==> config.mk <==
export PLATFORM = sky130hd
export DESIGN_NAME = uart_rx_sampler_flat
export DESIGN_NICKNAME = d
export VERILOG_FILES = /design/src/rtl/uart_pkg.sv /design/src/rtl/uart_rx_sampler_if.sv /design/src/rtl/uart_bit_timer.sv /design/src/rtl/uart_rx_sampler.sv /design/src/flat_wrapper.sv
export SDC_FILE = /design/constraint.sdc
export NUM_CORES = 1
export LEC_CHECK = 0
export ABC_CLOCK_PERIOD_IN_PS = 1400
export BUFFER_PORTS_ARGS = -buffer_cell sky130_fd_sc_hd__buf_2
export CAP_MARGIN = 25
export CORE_MARGIN = 1.5
export CORE_UTILIZATION = 57
export CTS_CLUSTER_SIZE = 25
export DETAILED_ROUTE_END_ITERATION = 10
export GPL_TIMING_DRIVEN = 0
export MAX_ROUTING_LAYER = met4
export PLACE_DENSITY = 0.75
export SLEW_MARGIN = 40
export SYNTH_ARGS = -nofsm -noshare
export SYNTH_HDL_FRONTEND = slang
export SYNTH_HIERARCHICAL = 1
export SYNTH_SLANG_ARGS = --single-unit
==> constraint.sdc <==
create_clock -name i_clk -period 1.4 [get_ports i_clk]
set_input_delay 0.28 -clock i_clk [delete_from_list [all_inputs] [get_ports i_clk]]
set_output_delay 0.28 -clock i_clk [all_outputs]
set_load 0.005 [all_outputs]
==> src/rtl/uart_pkg.sv <==
// Shared definitions for the UART receive path: FSM encoding, bit-timing
// arithmetic, 3-sample majority vote and stop-time flag priority.
// The optional parity feature is selected with the UART_RX_PARITY_EN macro
// (see uart_rx_sampler.sv); the encodings here cover both builds.
package uart_pkg;

  localparam int DEF_INPUT_CLOCK = 16_000_000;
  localparam int DEF_BAUD        = 115_200;

  typedef enum logic [2:0] {
    ST_IDLE   = 3'd0,
    ST_START  = 3'd1,
    ST_DATA   = 3'd2,
    ST_PARITY = 3'd3,
    ST_STOP   = 3'd4
  } state_e;

  // Outcome of the stop-bit sample. A framing error outranks a parity
  // error so that exactly one flag pulses per bad frame.
  typedef enum logic [1:0] {
    RES_OK         = 2'd0,
    RES_FRAME_ERR  = 2'd1,
    RES_PARITY_ERR = 2'd2
  } frame_res_e;

  function automatic int calc_clks_per_bit(input int input_clock, input int baud);
    return input_clock / baud;
  endfunction

  function automatic int calc_mid(input int clks_per_bit);
    return clks_per_bit / 2;
  endfunction

  function automatic logic maj3(input logic a, input logic b, input logic c);
    return (a & b) | (a & c) | (b & c);
  endfunction

  function automatic frame_res_e frame_result(input logic stop_bit, input logic parity_bad);
    if (!stop_bit)  return RES_FRAME_ERR;
    if (parity_bad) return RES_PARITY_ERR;
    return RES_OK;
  endfunction

endpackage

==> src/rtl/uart_rx_sampler_if.sv <==
// Byte delivery interface between the RX sampler and the ring-buffer writer.
// Handshake: o_new_data rises with o_data valid and both hold until the
// consumer drives i_ack_data=1 for one cycle while o_new_data=1; o_new_data
// drops the following cycle. i_ack_data while o_new_data=0 has no effect.
// The error flags are single-cycle pulses and need no acknowledge.
interface uart_rx_sampler_if;
  logic [7:0] o_data;
  logic       o_new_data;
  logic       i_ack_data;
  logic       o_frame_err;
  logic       o_overrun;
  logic       o_parity_err;

  modport master (
    output o_data, o_new_data, o_frame_err, o_overrun, o_parity_err,
    input  i_ack_data
  );

  modport slave (
    input  o_data, o_new_data, o_frame_err, o_overrun, o_parity_err,
    output i_ack_data
  );
endinterface

==> src/rtl/uart_bit_timer.sv <==
// Free-running bit-period counter, 0..CLKS_PER_BIT-1, restarted by i_clear.
// o_sample marks the three mid-bit sample points, o_decide the last of them
// where the vote is taken. Kept generic so the TX side can reuse it.
module uart_bit_timer
  import uart_pkg::*;
#(
  parameter int CLKS_PER_BIT = 138
) (
  input  logic i_clk,
  input  logic i_rst_n,
  input  logic i_clear,
  output logic o_sample,
  output logic o_decide
);

  localparam int MID = calc_mid(CLKS_PER_BIT);
  localparam int CW  = $clog2(CLKS_PER_BIT);

  localparam logic [CW-1:0] LAST  = CW'(CLKS_PER_BIT - 1);
  localparam logic [CW-1:0] S_LO  = CW'(MID - 1);
  localparam logic [CW-1:0] S_HI  = CW'(MID + 1);

  logic [CW-1:0] count;

  // Count one bit period and wrap; a clear restarts the period at zero.
  always_ff @(posedge i_clk or negedge i_rst_n) begin
    if (!i_rst_n) begin
      count <= '0;
    end else if (i_clear || count == LAST) begin
      count <= '0;
    end else begin
      count <= count + 1'b1;
    end
  end

  assign o_sample = (count >= S_LO) && (count <= S_HI);
  assign o_decide = (count == S_HI);

endmodule

==> src/rtl/uart_rx_sampler.sv <==
// UART receive front end: start-edge detect, mid-bit majority sampling,
// 8N1 deframing (8E1 when UART_RX_PARITY_EN is defined) and byte delivery
// over the uart_rx_sampler_if new_data/ack_data handshake with framing,
// parity and overrun pulses. i_rx must already be synchronised to i_clk.
module uart_rx_sampler
  import uart_pkg::*;
#(
  parameter int INPUT_CLOCK = DEF_INPUT_CLOCK,
  parameter int BAUD        = DEF_BAUD
) (
  input  logic                      i_clk,
  input  logic                      i_rst_n,
  input  logic                      i_rx,
  output state_e                    o_dbg_state,
  uart_rx_sampler_if.master         bus
);

  localparam int CLKS_PER_BIT = calc_clks_per_bit(INPUT_CLOCK, BAUD);

`ifdef UART_RX_PARITY_EN
  localparam state_e AFTER_DATA = ST_PARITY;
`else
  localparam state_e AFTER_DATA = ST_STOP;
`endif

  logic [1:0] rst_sync;
  logic       rst_n_int;
  state_e     state, state_n;
  logic       rx_prev;
  logic       rx_fall;
  logic [1:0] samp_q;
  logic       vote;
  logic       sample, decide, clear_timer;
  logic [7:0] shift, shift_n;
  logic [2:0] idx, idx_n;
  logic       stop_ok, stop_frame_err, stop_parity_err;
  logic       parity_bad;
  frame_res_e res;

  // Reset asserts immediately but releases two clocks after i_rst_n rises.
  always_ff @(posedge i_clk or negedge i_rst_n) begin
    if (!i_rst_n) rst_sync <= 2'b00;
    else          rst_sync <= {rst_sync[0], 1'b1};
  end
  assign rst_n_int = rst_sync[1];

  uart_bit_timer #(.CLKS_PER_BIT(CLKS_PER_BIT)) u_timer (
    .i_clk    (i_clk),
    .i_rst_n  (rst_n_int),
    .i_clear  (clear_timer),
    .o_sample (sample),
    .o_decide (decide)
  );

  // Previous line value for edge detect; starts low so a line held low out
  // of reset is not mistaken for a start bit.
  always_ff @(posedge i_clk or negedge rst_n_int) begin
    if (!rst_n_int) rx_prev <= 1'b0;
    else            rx_prev <= i_rx;
  end
  assign rx_fall = rx_prev & ~i_rx;

  // Keep the first two mid-bit samples; the third is the live line value.
  always_ff @(posedge i_clk or negedge rst_n_int) begin
    if (!rst_n_int)             samp_q <= 2'b00;
    else if (sample && !decide) samp_q <= {samp_q[0], i_rx};
  end
  assign vote = maj3(samp_q[1], samp_q[0], i_rx);

`ifdef UART_RX_PARITY_EN
  logic parity_q, parity_n;

  // Received parity bit, captured in the PARITY state.
  always_ff @(posedge i_clk or negedge rst_n_int) begin
    if (!rst_n_int) parity_q <= 1'b0;
    else            parity_q <= parity_n;
  end
  assign parity_bad = ^{shift, parity_q};
`else
  assign parity_bad = 1'b0;
`endif

  assign res = frame_result(vote, parity_bad);

  // FSM state, shift register and bit index.
  always_ff @(posedge i_clk or negedge rst_n_int) begin
    if (!rst_n_int) begin
      state <= ST_IDLE;
      shift <= 8'h00;
      idx   <= 3'd0;
    end else begin
      state <= state_n;
      shift <= shift_n;
      idx   <= idx_n;
    end
  end

  // Next-state and deframing decisions, all taken on the decision strobe.
  always_comb begin
    state_n         = state;
    shift_n         = shift;
    idx_n           = idx;
    clear_timer     = 1'b0;
    stop_ok         = 1'b0;
    stop_frame_err  = 1'b0;
    stop_parity_err = 1'b0;
`ifdef UART_RX_PARITY_EN
    parity_n        = parity_q;
`endif
    unique case (state)
      ST_IDLE: begin
        if (rx_fall) begin
          clear_timer = 1'b1;
          state_n     = ST_START;
        end
      end
      ST_START: begin
        if (decide) begin
          if (vote) begin
            state_n = ST_IDLE;
          end else begin
            state_n = ST_DATA;
            idx_n   = 3'd0;
          end
        end
      end
      ST_DATA: begin
        if (decide) begin
          shift_n[idx] = vote;
          if (idx == 3'd7) state_n = AFTER_DATA;
          else             idx_n   = idx + 3'd1;
        end
      end
`ifdef UART_RX_PARITY_EN
      ST_PARITY: begin
        if (decide) begin
          parity_n = vote;
          state_n  = ST_STOP;
        end
      end
`endif
      ST_STOP: begin
        // Return to IDLE at the sample point so a back-to-back start edge
        // in the second half of the stop bit is not missed.
        if (decide) begin
          state_n = ST_IDLE;
          unique case (res)
            RES_OK:         stop_ok         = 1'b1;
            RES_FRAME_ERR:  stop_frame_err  = 1'b1;
            RES_PARITY_ERR: stop_parity_err = 1'b1;
            default:        stop_ok         = 1'b0;
          endcase
        end
      end
      default: state_n = ST_IDLE;
    endcase
  end

  // Output register: byte hand-off, acknowledge and single-cycle flags.
  always_ff @(posedge i_clk or negedge rst_n_int) begin
    if (!rst_n_int) begin
      bus.o_data       <= 8'h00;
      bus.o_new_data   <= 1'b0;
      bus.o_frame_err  <= 1'b0;
      bus.o_overrun    <= 1'b0;
      bus.o_parity_err <= 1'b0;
    end else begin
      bus.o_frame_err  <= stop_frame_err;
      bus.o_parity_err <= stop_parity_err;
      bus.o_overrun    <= 1'b0;
      if (stop_ok) begin
        if (bus.o_new_data && !bus.i_ack_data) begin
          bus.o_overrun <= 1'b1;
        end else begin
          bus.o_data     <= shift;
          bus.o_new_data <= 1'b1;
        end
      end else if (bus.i_ack_data) begin
        bus.o_new_data <= 1'b0;
      end
    end
  end

  assign o_dbg_state = state;

endmodule
==> src/flat_wrapper.sv <==
// flat-port wrapper written by rule: the top's interface ports become plain ports
module uart_rx_sampler_flat import uart_pkg::*;
#(
  parameter int INPUT_CLOCK = DEF_INPUT_CLOCK,
  parameter int BAUD        = DEF_BAUD
)
  (i_clk, i_rst_n, i_rx, o_dbg_state, bus_o_data, bus_o_new_data, bus_o_frame_err, bus_o_overrun, bus_o_parity_err, bus_i_ack_data);
  uart_rx_sampler_if bus_i ();
  input  logic i_clk;
  input  logic i_rst_n;
  input  logic i_rx;
  output state_e o_dbg_state;
  output wire logic [$bits(bus_i.o_data)-1:0] bus_o_data;
  output wire logic [$bits(bus_i.o_new_data)-1:0] bus_o_new_data;
  output wire logic [$bits(bus_i.o_frame_err)-1:0] bus_o_frame_err;
  output wire logic [$bits(bus_i.o_overrun)-1:0] bus_o_overrun;
  output wire logic [$bits(bus_i.o_parity_err)-1:0] bus_o_parity_err;
  input wire logic [$bits(bus_i.i_ack_data)-1:0] bus_i_ack_data;
  assign bus_o_data = bus_i.o_data;
  assign bus_o_new_data = bus_i.o_new_data;
  assign bus_o_frame_err = bus_i.o_frame_err;
  assign bus_o_overrun = bus_i.o_overrun;
  assign bus_o_parity_err = bus_i.o_parity_err;
  assign bus_i.i_ack_data = bus_i_ack_data;
  uart_rx_sampler #(.INPUT_CLOCK(INPUT_CLOCK), .BAUD(BAUD)) u_core (.i_clk(i_clk), .i_rst_n(i_rst_n), .i_rx(i_rx), .o_dbg_state(o_dbg_state), .bus(bus_i));
endmodule
; ---- After elaboration in Yosys (flattened, before gate mapping)
; Cells that the tools add are included.
[totals]
reg_bits = 39
output_inout_bits = 15
[op_classes]
bitwise_logic = 8
eq_ne = 16
n_reduce_logical = 16
mux = 36
addsub = 2
n_lt_le_gt_ge = 4
[ops]
columns = operator, count
row1 = $mux W3, 9
row2 = $mux W1, 18
row3 = $pmux W3 S4, 1
row4 = $ne A2 B1 Y1 const B, 5
row5 = $reduce_and A5 Y1, 2
row6 = $add A8 B1 Y8 const B, 1
row7 = $bwmux W8, 1
row8 = $eq A8 B7 Y1 const B, 1
row9 = $eq A8 B8 Y1 const B, 1
row10 = $ge A8 B7 Y1 const B, 1
row11 = $le A8 B7 Y1 const B, 1
row12 = $mux W2, 4
row13 = $mux W8, 1
row14 = $eq A3 B3 Y1 const B, 2
row15 = $ne A2 B2 Y1 const B, 3
row16 = $pmux W3 S2, 1
row17 = $reduce_and A2 Y1, 3
row18 = $and A1 B1 Y1, 4
row19 = $logic_and A1 B1 Y1, 4
row20 = $lt A3 B4 Y1 const B, 1
row21 = $reduce_bool A2 Y1, 2
row22 = $add A3 B1 Y3 const B, 1
row23 = $demux W1 S3, 1
row24 = $eq A3 B1 Y1 const B, 1
row25 = other kinds (10), 13

; ---- Logic depth before layout (Yosys ltp)
[depth]
depth_word = 12
ltp_mapped = 7

; ---- Modules after synthesis
; Netlist, hierarchy kept.
[modules_own_cells]
columns = module, seq_area_each_um2, n_inst, cells_each, area_each_um2
row1 = uart_rx_sampler, 750.7, 1, 102, 1325.0
row2 = uart_bit_timer, 200.2, 1, 45, 437.9

; ---- Worst setup path before layout
; No wires, ideal clock.
[synth_timing]
path_type = reg-to-reg
startpoint = register u_core.u_timer.count[3]
endpoint = register u_core.shift[2]
n_path_buf = 1
slack_ps = -813
path_stages_with_launch = 8
arrival_time_ps = 2085
period_less_slack_ps = 2213
cell_sequence = dfrtp_1 -> and4bb_2 -> nand2_1 -> nor3_1 -> nand4bb_1 -> buf_2 -> nor4b_2 -> mux2_1
[synth_via]
elab_chain_len = 2
[synth_lines]
columns = item, line_no
row1 = "start, declared", uart_bit_timer.sv:23  ; logic [CW-1:0] count;
row2 = "start signal, assigned", uart_bit_timer.sv:32  ; count <= count + 1'b1;
row3 = $eq A8 B7 Y1, uart_bit_timer.sv:37  ; assign o_decide = (count == S_HI);
row4 = net u_core.decide, uart_rx_sampler.sv:33  ; logic sample, decide, clear_timer;
row5 = $reduce_and A2 Y1 (no source line), -
row6 = "end signal, assigned", uart_rx_sampler.sv:93  ; shift <= shift_n;
row7 = "end, declared", uart_rx_sampler.sv:34  ; logic [7:0] shift, shift_n;
; The timed path passes the listed nets, and every way through them passes these cells.
; A chain may end at the register's enable or synchronous reset.

; ---- Worst setup path in the final report
[layout_timing]
startpoint = register u_core.u_timer.count[7]
endpoint = register u_core.bus.o_data[6]
[layout_via]
elab_chain_len = 4
[layout_lines]
columns = item, line_no
row1 = $eq A8 B7 Y1, uart_bit_timer.sv:37
row2 = net u_core.decide, uart_rx_sampler.sv:33
row3 = $mux W1, uart_rx_sampler.sv:145  ; if (decide) begin
row4 = $mux W1, uart_rx_sampler.sv:110  ; unique case (state)
row5 = $reduce_and A2 Y1 (no source line), -
row6 = "end signal, assigned", uart_rx_sampler.sv:175  ; bus.o_data <= shift;
row7 = "end, declared", uart_rx_sampler_if.sv:15  ; output o_data, o_new_data, o_frame_err, o_overrun, o_parity_err,
; The timed path passes the listed nets, and every way through them passes these cells.

==> results.md <==
- Run status: finished, violations left
- Failing checks: setup timing
- Achievable clock frequency: 509 MHz
- CTS sink count: 38
- Syn avg cell area: about 12 um^2
- First-iteration detailed-routing DRC count: 29
- Most used cell along the critical path: and4bb_2
- Post-route DRC violation count: 0
- Worst-Margin Slew: roughly 0.7 ns
- Post-Synth Adder-Cell Area: under 10%
- Max Cap Viol: 0
- Die width: roughly 59 um
- Area Overhead vs Synth: 27.7%
- Period utilization: 140%
- FF-to-FF setup slack: -0.57 ns
- Post-DR wirelength/cell: between 15 and 20 um
- Clk buf depth: 2
- Starting Density: about three fifths
- Synthesis-stage register bit count: 38
- Combinational fraction of design power: 18.4%
- Cell variety after synth: 37
- Final Core Density: between 70% and 80%
- Post-Synth Simple-Gate Area: about a fifth
- RR Startpoint: u_core/u_timer/count[7]
- Std cell rows: 19
- Tot Pwr: between 2 and 3 mW
- Final Hold Fails: 0
- Largest net degree at the start of global routing: 37
- Initial antenna violation count: 0
- Critical Path End Type: register
- Hpwl dp: 2.18 mm
- Final setup violation count: 35
- Worst Path Max Fanout: 8
- Grt total ovfl: 0
- Core area: 0.00285 mm^2
- Root buf cell: clkbuf_4
- Routability Congestion: 0.720
- Tot GR Track Use: a little under a quarter
- Hold WC Path Type: primary input to register
- Unrepaired setup endpoints after global routing: yes
- Crit path kind: register to register
- Worst vdd ir: 1.04 mV
- NumNets Final: about 190
- Die Ht: between 50 and 60 um
- P_int: 1.99 mW
- Sw Ratio: 28.8%
- Final Max Slew Viols: 0
- Vias per std cell: approximately 5.9
- Final worst slack: -0.566 ns
- YS warnings: 6
- Worst setup SP type: register
- Clock skew: just under 0.02 ns
- FF-to-FF End: u_core/bus.o_data[6]
- I/O pins: 19
- Leak: between 1 and 1.5 nW
- First-pass GRT wire length: ~5.7 mm
- Final wirelength: between 3 and 4 mm
- Synth Area in Compound Gates: 6.10%
- H-tree depth: 2
- Slew Limit Headroom: 52.9%
- Largest family of logic cells by synthesized area: simple AND/OR/NAND/NOR gates
- Mapped cell area: around 0.0018 mm^2
- Buffers on Ports: 17
- Switching Power: 802 uW
- CP Cell Sequence: and4bb_2, nand2_2, nor3_4, buf_6, and4bb_2, nand3_4, mux2_2
- Post-synthesis xor/xnor area fraction: under 10%
- Post-Layout Cell Count: around 220
- Crit path from: u_core/u_timer/count[7]
- CP max stage cell: dfrtp_1
- Layout cells sized above 1: a little under half
- Setup crit end: u_core/bus.o_data[6]
- Vias in the first global route: approximately 1300
- Sequential area share after synthesis: 53.9%
- Clk Latency, worst-skew pair: approximately 0.36 ns
- Pwr Density: 1240 mW/mm^2
- DRT antenna net count: 0
- Mux cell area share after synthesis: ~11%
- Pre-antenna DRT Iters: 4
- Worst-path clk slew: between 0.1 and 0.15 ns
- DR vias: roughly 1300
- Placed insts: around 200
- Post-Syn Instances: roughly 150
- Critical path's largest stage delay: around 0.42 ns
- CTS tree: built
- Final Critical Period: between 1.5 and 2 ns
- Reg2reg path depth: 7
- Syn Nets: between 150 and 200
- Worst EP required: 1.64 ns
- N_diodes: 0
- Clock Power Share: around 34%
- Reg power frac: between 40% and 50%
- Worst path arrival time: approximately 2.2 ns
- Cts bufs inserted: 5
- Die Area: between 0.003 and 0.004 mm^2
## cells in the mapped netlist
cell	count	area share (%)
a211oi_1	1	0.43
a21oi_1	6	1.7
a21oi_2	1	0.50
a31o_2	1	0.50
and4bb_1	1	0.71
and4bb_2	3	2.1
buf_2	2	0.57
buf_4	1	0.43
clkbuf_1	3	0.64
clkbuf_2	1	0.28
conb_1	2	0.43
dfrtp_1	38	54
ha_1	5	3.5
inv_1	4	0.85
maj3_2	1	0.64
mux2_1	1	0.64
mux2_2	17	11
nand2_1	8	1.7
nand2b_1	2	0.71
nand3_1	5	1.4
nand3_4	1	0.99
nand4_1	1	0.36
nand4_2	1	0.71
nand4b_1	3	1.5
nand4bb_1	1	0.64
nor2_1	10	2.1
nor2b_1	2	0.71
nor3_1	3	0.85
nor4_1	1	0.36
nor4_2	1	0.71
nor4b_2	2	1.7
o21ai_0	7	2.0
o2bb2ai_1	2	0.99
or3_1	5	1.8
or3b_2	1	0.50
xnor2_1	1	0.50
xor2_1	2	0.99
## flip-flops by register name, indices dropped and copies added, names as in the netlist, 2 cells and up
| register | flops |
|---|---|
| u_core/bus.o_data | 8 |
| u_core/idx | 3 |
| u_core/o_dbg_state | 3 |
| u_core/rst_sync | 2 |
| u_core/samp_q | 2 |
| u_core/shift | 8 |
| u_core/u_timer/count | 8 |
## stage by stage
| stage | TNS, ns | hold WS, ns | area (um^2) | setup slack [ns] |
|---|---|---|---|---|
| 3_5_place_dp | -14.53 | 0.0670 | 1900 | -0.843 |
| 3_3_place_gp | -14.87 | 0.0645 | 1900 | -0.740 |
| 2_1_floorplan | -8.52 | -0.0156 | 1780 | -0.578 |
| 5_1_grt | -15.10 | 0.0559 | 2250 | -0.639 |
| 6_report | -12.77 | 0.0752 | 2250 | -0.566 |
| 4_1_cts | -12.48 | 0.0557 | 2180 | -0.568 |
## layout make-up
cell class	count	area [um^2]
plain buffers	7	40.0
inverters	4	15.0
flip-flops and latches	38	961
clock inverters	3	68.8
fillers	179	602
well taps	31	38.8
multi-input cells	98	890
repair buffers	31	200
clock buffers	5	37.5
## kinds of logic after synthesis
| group | after synthesis |
|---|---|
| flip-flops | 38 |
| AO/OA/AOI/OAI | 18 |
| buffers and inverters | 11 |
| multiplexers | 18 |
| AND/OR/NAND/NOR | 51 |
| XOR/XNOR | 3 |
| other | 2 |
| adder cells (fa/ha/maj) | 6 |
## placed cells by master, fill, tap and decap left out, drive strengths merged, types with 4 or more instances in the layout
| cell type | instances |
|---|---|
| mux2 | 18 |
| and4bb | 4 |
| nor2 | 10 |
| or3 | 5 |
| nand2 | 8 |
| inv | 4 |
| clkbuf | 9 |
| o21ai | 7 |
| buf | 33 |
| dfrtp | 38 |
| nand3 | 6 |
| ha | 5 |
| a21oi | 7 |
## layer usage
layer | part of all wire, % | up-vias | global-route usage, %
met3 | 3.1 | 8 | 6.59
met2 | 54 | 28 | 41.6
met1 | 41 | 638 | 23.8
li1 | - | 597 | -
met4 | 1.9 | 0 | 9.74
met5 | 0 | - | -
## what timing repair did
item                       4_1_cts  5_1_grt
buffers inserted                11        2
hold buffers                     1        0
pin swaps                        5        5
setup endpoints to repair       35       36
hold endpoints to repair         2        0
resized for setup               20       13
## worst min path at each step
stage,startpoint,slack [ns],cells after the start,end
after global placement,i_rst_n,0.06,1,u_core/rst_sync[0]
after global routing,i_rx,0.06,1,u_core/rx_prev
final,i_rx,0.08,1,u_core/rx_prev
after CTS,i_rx,0.06,1,u_core/rx_prev
after floorplan,i_rst_n,-0.02,0,u_core/rst_sync[0]
after detailed placement,i_rst_n,0.07,1,u_core/rst_sync[0]
## power by group through the flow
stage,Combinational [mW],Sequential [mW],Clock (mW)
after floorplan,0.272,1.36,0
after global placement,0.314,1.40,0
after detailed placement,0.347,1.41,0
after CTS,0.494,1.33,0.954
after global routing,0.572,1.36,0.994
final,0.513,1.34,0.938
## worst max-delay path, delay by kind of cell (launching register included)
family                 cells  cell delay (ns)
buffers and inverters      1             0.14
flip-flops                 1             0.42
multiplexers               1             0.31
AND/OR/NAND/NOR            5             0.97
(Power assumes the default switching activity.)
